File: src/rtl/wb_stage.sv
// MIPS write-back stage: MEM/WB pipeline register followed by the MemtoReg mux.
// The outputs depend only on the registered values, so inputs reach them one clock later.
module wb_stage #(
  parameter int DATA_WIDTH     = 32,
  parameter int REG_ADDR_WIDTH = 5
) (
  input  logic                      clk,
  input  logic                      rst,
  output logic [DATA_WIDTH-1:0]     outputMux,
  output logic [REG_ADDR_WIDTH-1:0] RegwriteOut,
  output logic                      PCSrcout,
  input  logic                      PCSrcin,
  input  logic [REG_ADDR_WIDTH-1:0] RegWriteIn,
  input  logic [DATA_WIDTH-1:0]     input1,
  input  logic [DATA_WIDTH-1:0]     input0,
  input  logic                      select
);

  logic [DATA_WIDTH-1:0]     input0_q, input0_d;
  logic [DATA_WIDTH-1:0]     input1_q, input1_d;
  logic                      select_q, select_d;
  logic [REG_ADDR_WIDTH-1:0] regWrite_q, regWrite_d;
  logic                      pcSrc_q, pcSrc_d;

  // No enable or stall: the register loads every cycle.
  always_comb begin
    input0_d   = input0;
    input1_d   = input1;
    select_d   = select;
    regWrite_d = RegWriteIn;
    pcSrc_d    = PCSrcin;
  end

  always_ff @(posedge clk) begin
    if (rst) begin
      input0_q   <= '0;
      input1_q   <= '0;
      select_q   <= 1'b0;
      regWrite_q <= '0;
      pcSrc_q    <= 1'b0;
    end else begin
      input0_q   <= input0_d;
      input1_q   <= input1_d;
      select_q   <= select_d;
      regWrite_q <= regWrite_d;
      pcSrc_q    <= pcSrc_d;
    end
  end

  // A ternary keeps the unselected operand out of the result entirely.
  assign outputMux   = select_q ? input1_q : input0_q;
  assign RegwriteOut = regWrite_q;
  assign PCSrcout    = pcSrc_q;

endmodule

File: config.mk
export PLATFORM = sky130hd
export DESIGN_NAME = wb_stage
export DESIGN_NICKNAME = d
export VERILOG_FILES = /design/src/rtl/wb_stage.sv
export SDC_FILE = /design/constraint.sdc
export NUM_CORES = 1
export LEC_CHECK = 0
export ABC_CLOCK_PERIOD_IN_PS = 2800
export BUFFER_PORTS_ARGS = -buffer_cell sky130_fd_sc_hd__buf_2
export CORE_ASPECT_RATIO = 1.2
export CORE_MARGIN = 5
export CORE_UTILIZATION = 30
export DETAILED_ROUTE_END_ITERATION = 10
export GPL_ROUTABILITY_DRIVEN = 0
export HOLD_SLACK_MARGIN = 0.05
export SYNTH_ARGS = -nofsm -noshare
export SYNTH_HDL_FRONTEND = slang
export SYNTH_SLANG_ARGS = --single-unit
export TNS_END_PERCENT = 50
File: constraint.sdc
create_clock -name clk -period 2.8 [get_ports clk]
set_clock_uncertainty 0.05 [all_clocks]
set_input_delay 0.42 -clock clk [delete_from_list [all_inputs] [get_ports clk]]
set_output_delay 0.42 -clock clk [all_outputs]
set_load 0.02 [all_outputs]
* Word-level counts from Yosys, hierarchy flattened
Index checks and enable logic that the tools add are counted.
** Word-level totals
- Bits in registers :: 71
** Cells by class
- Mux-type cells :: 1
** Operators by type and width (number)
- two-way mux 32 bit :: 1

* Longest topological paths before layout
Gate-level depths: netlist (run 1).
- Depth after elaboration :: 1
- Depth in mapped cells :: 3
- Gate-level depth less buffers :: 1

* Worst setup path before layout (run 1)
OpenSTA, ideal clock, no wires.
- Path kind :: register to output
- From :: reg select_q
- To :: out outputMux[0]
- Data arrival time :: 0.906 ns
- Required time :: 2.330 ns
- Slack :: 1.424 ns
- Cell stages (with the launch flop) :: 4
- Path buffers :: 2
- Cell sequence :: dfxtp_1 buf_6 buf_12 mux2_4
** Between the ends
- Word-level cells in the longest chain between the ends :: 1
** RTL lines
- from (decl) :: RTL line 21 : logic select_q, select_d;
- from (signal assigned) :: RTL line 44 : select_q <= select_d;
- two-way mux 32 bit :: RTL line 51 : assign outputMux = select_q ? input1_q : input0_q;
- to (decl) :: RTL line 9 : output logic [DATA_WIDTH-1:0] outputMux,
No other way between the ends.

* Final worst setup path (run 1)
- From :: reg select_q
- To :: out outputMux[31]
Same word-level chain as after synthesis.

==> run summary, run 1 <==
status -> completed
max cap viols -> 0
Async SR Flop Fraction -> 0%
achievable clock frequency -> 442 MHz
Setup WS post-layout -> 539 ps
layout cells sized above 1 -> 52.6%
CTS tree -> yes
Max Root-Sink Buffers -> 2
Seq/Total Area, Yosys -> 58.1%
area delta synth->final -> 33.0%
number of global-route vias before repair -> 1553
endpoints failing hold -> 0
Pre-antenna DRT Iters -> 3
grt total ovfl -> 0
Die Span Y -> 109 microns
Die X -> 92.4 microns
synth top area cells -> dfxtp_1 58%, mux2_4 18%, nor2b_1 18%, buf_12 2.5%, buf_2 1.4%
Place WS -> 851 ps
WP data arrival -> 1790 ps
Design Area, Final -> 3250 sq um
ANT cells -> 0
Final Critical Period -> 2260 ps
unrepaired setup endpoints after global routing -> false
HP Class -> in -> reg
post-cts sizing count -> 0
via count -> 1572
Max H-tree Level -> 3
Syn. warnings -> 0
number of port buffers -> 110
area leader, netlist -> dfxtp_1
number of enable flip-flop cells after synthesis -> 0
leading cell types by count after synthesis -> 71 x dfxtp_1, 71 x nor2b_1, 30 x mux2_4
die area -> 10100 sq um
crit start category -> flop
# Post-CTS Setup Buffers -> 0
post-synth cell types -> 7
iteration-0 DRC count of the detailed router -> 37
Initial Util -> 30.3%
max-slew violations -> 0
Synth top area share -> 58.1%
Synth Area per Inst -> 13.2 sq um
initial antenna violation count -> 0
endpoints failing setup -> 0
largest net degree at the start of global routing -> 72
gr usage total -> 9.03%
Seq cells post-synth -> 71
clk slew on worst S/H paths -> 80 ps
critical path type -> reg -> out
Pleak -> 0.00156 uW
dpl cell area -> 3040 sq um
Most used DFF post-synth -> dfxtp_1
crit path max-delay cell type -> dfxtp_2
Worst Tran Pin Value -> 656 ps
Worst Setup End Kind -> primary output
Max stage delay on crit path -> 700 ps
Max Fanout on Critical Path -> 17
first-pass GRT wire length -> 6.89 mm
setup_tns -> 0 ps
Rows -> 36
# IOs -> 111
PwrDens -> 673 nW/um^2
CP Cell Sequence -> buf_12 -> mux2_2 -> buf_2
# hold bufs at CTS -> 0
Rel. slew slack -> 56.3%
Post-Syn Instances -> 185
clock root buffer -> clkbuf_8
DR WL/cell -> 11.4 microns
Routed WL -> 4.53 mm
worst vdd ir -> 244 uV
Worst Path Buf+Inv -> 2
vias per std cell -> 3.96
synthesized area -> 2440 sq um
Nets -> 370
Final Cycle Share -> 80.8%
clock buffer count from CTS -> 9
family with the most delay on the worst path -> flip-flops
Clock Sinks -> 71
Remaining DRCs -> 0
Critical Path RT -> 2330 ps
Synth Net Count -> 258
core area -> 8060 sq um
Post-DRT Antenna Nets -> 0
[power by group]
group	total (uW)	leakage (uW)	switching, uW	internal [uW]
logic	250	0.000863	113	137
clock network	854	0.000107	350	504
registers	1080	0.000592	19.4	1060
[sequential cells by signal (all words and copies together) (netlist names)]
signal	flops
input1_q	32
input0_q	32
RegwriteOut	5
PCSrcout	1
select_q	1
[cell usage in the layout, fill, tap and decap left out, drive strengths merged]
cell	Yosys	layout
mux2	32	32
nor2b	71	71
buf	11	112
clkinv	0	3
clkbuf	0	11
bufinv	0	2
dfxtp	71	71
[logic make-up after synthesis]
family / count (synthesis) / share of synthesized area [%]
buffers and inverters: 11 / 4.35
DFF: 71 / 58.1
muxes: 32 / 19.3
and+or+nand+nor: 71 / 18.2
[metrics by stage]
stage | power, uW | utilization [%] | instances | hold slack (ps)
5_1_grt | 2300 | 40.3 | 397 | 224
3_3_place_gp | 1360 | 37.7 | 381 | 579
2_1_floorplan | 1270 | - | 185 | 442
4_1_cts | 2230 | 40.3 | 397 | 224
3_5_place_dp | 1360 | 37.7 | 381 | 582
6_report | 2190 | 40.3 | 397 | 246
[routing by layer]
layer,vias up,GRT usage [%],share of wire [%],wire [microns]
li1,803,-,-,-
met1,700,10.7,41,1840
met2,59,14.1,50,2280
met3,10,2.69,6.4,291
met4,0,6.05,2.4,107
met5,-,0,0,0
[final timing paths]
path / cells after the start / start / slack [ps] / end
setup / recovery: 3 / select_q / 540 / outputMux[31]
hold / removal: 2 / input1[6] / 250 / input1_q[6]
[layout make-up]
cell class	count	area, sq um
clock buffers	11	131
well taps	95	119
flip-flops and latches	71	1420
multi-input cells	103	917
fillers	802	4810
repair buffers	112	578
clock inverters	5	82.6
(Power assumes the default switching activity.)
==> run 2, diff against run 1 <==
--- a/config.mk
+++ b/config.mk
@@ -5,7 +5,7 @@
 export SDC_FILE = /design/constraint.sdc
 export NUM_CORES = 1
 export LEC_CHECK = 0
-export ABC_CLOCK_PERIOD_IN_PS = 2800
+export ABC_CLOCK_PERIOD_IN_PS = 2000
 export BUFFER_PORTS_ARGS = -buffer_cell sky130_fd_sc_hd__buf_2
 export CORE_ASPECT_RATIO = 1.2
 export CORE_MARGIN = 5
==> constraint.sdc (replaced) <==
create_clock -name clk -period 2 [get_ports clk]
set_clock_uncertainty 0.05 [all_clocks]
set_input_delay 0.3 -clock clk [delete_from_list [all_inputs] [get_ports clk]]
set_output_delay 0.3 -clock clk [all_outputs]
set_load 0.02 [all_outputs]
==> run summary, run 2 (same netlist as run 1, synthesis figures left out) <==
Rel. slew slack -> 79.9% (+24 points)
clock root buffer -> clkbuf_8
vias per std cell -> 4.01 (+1.3%)
clk slew on worst S/H paths -> 80 ps (about the same)
Remaining DRCs -> 0 (unchanged)
grt met1 use -> 10.5% (-0.19 points)
number of global-route vias before repair -> 1639 (+5.5%)
GRT Max-Usage Layer -> met2
DR WL/cell -> 11.8 microns (+3.2%)
Clock Sinks -> 71 (unchanged)
Nets -> 370 (unchanged)
number of port buffers -> 110 (unchanged)
area delta synth->final -> 33.8%
Final Cycle Share -> 89.4%
Max Fanout on Critical Path -> 32 (+15)
grt total ovfl -> 0 (unchanged)
DP HPWL -> 3.35 mm
max cap viols -> 0 (unchanged)
# IOs -> 111 (unchanged)
critical path type -> reg -> out
GRT met3 Usage -> 3.38% (+0.69 points)
WP data arrival -> 1440 ps (-350 ps)
endpoints failing setup -> 0 (unchanged)
achievable clock frequency -> 559 MHz
# hold bufs at CTS -> 0 (unchanged)
Die Span Y -> 109 microns (unchanged)
Routed WL -> 4.67 mm (+3.2%)
dpl cell area -> 3050 sq um (+0.41%)
ANT cells -> 0 (unchanged)
hold slack final -> 117 ps (-129 ps)
most common cell after layout, fill and taps aside -> buf_2
most frequent cells in the layout -> 110 x buf_2, 71 x nor2b_1, 70 x dfxtp_1
Final Critical Period -> 1790 ps
largest net degree at the start of global routing -> 72 (unchanged)
die area -> 10100 sq um (unchanged)
Worst Tran Pin Value -> 301 ps (-355 ps)
core area -> 8060 sq um (unchanged)
Pre-antenna DRT Iters -> 4 (+1)
via count -> 1592 (+1.3%)
Post-DRT Antenna Nets -> 0 (unchanged)
crit start category -> flop
clock buffer count from CTS -> 9 (unchanged)
first-pass GRT wire length -> 7.45 mm (+8.1%)
Max H-tree Level -> 3 (unchanged)
PwrDens -> 950 nW/um^2 (+41%)
Die X -> 92.4 microns (unchanged)
grt met2 use -> 16.2% (+2.1 points)
Rows -> 36 (unchanged)
initial antenna violation count -> 0 (unchanged)
layout cells sized above 1 -> 53.0% (+0.33 points)
endpoints failing hold -> 0 (unchanged)
unrepaired setup endpoints after global routing -> false
# Post-CTS Setup Buffers -> 0 (unchanged)
setup_tns -> 0 ps (unchanged)
post-cts sizing count -> 0 (unchanged)
iteration-0 DRC count of the detailed router -> 37 (unchanged)
gr usage total -> 9.73% (+0.71 points)
worst vdd ir -> 582 uV (+140%)
Max Root-Sink Buffers -> 2 (unchanged)
Util after Layout -> 40.6% (+0.26 points)
HP Class -> in -> reg
CTS tree -> yes
status -> completed
Worst Setup End Kind -> primary output
Design Area, Final -> 3270 sq um (+0.65%)
Pleak -> 0.00157 uW (+0.42%)
Initial Util -> 30.3% (unchanged)
Critical Path RT -> 1650 ps (-680 ps)
max-slew violations -> 0 (unchanged)
run 2: critical path, cell delays in order (launching register included):
cell and delay, ps:
dfxtp_2 340, buf_12 250, mux2_2 360, buf_2 160
run 2: power by group:
| group | internal (uW) | switching [uW] |
|---|---|---|
| Sequential | 1490 | 18.4 |
| Clock | 737 | 502 |
| Combinational | 195 | 166 |
| Total | 2420 | 686 |
run 2: area by class of cell:
cell class | count | area (sq um)
Sequential cell | 71 | 1420
Clock inverter | 5 | 81.3
Timing Repair Buffer | 112 | 591
Tap cell | 95 | 119
Fill cell | 800 | 4790
Clock buffer | 11 | 141
Multi-Input combinational cell | 103 | 917
run 2: path summary, 6_finish.rpt:
kind	slack [ps]	startpoint	cells past startpoint	end
worst min-delay path	120	input1[7]	2	input1_q[7]
worst max-delay path	210	select_q	3	outputMux[31]
run 2: stage by stage:
stage | setup slack [ps] | total power, uW | std cells
floorplan | 744 | 1780 | 185
global placement | 537 | 1900 | 381
detailed placement | 539 | 1910 | 381
CTS | 160 | 3180 | 397
global route | 134 | 3270 | 397
finish | 211 | 3110 | 397
run 2: routing by layer:
layer	part of all wire, %	vias to the layer above
li1	-	805
met1	38	721
met2	52	59
met3	7.4	7
met4	2.2	0
met5	0	-
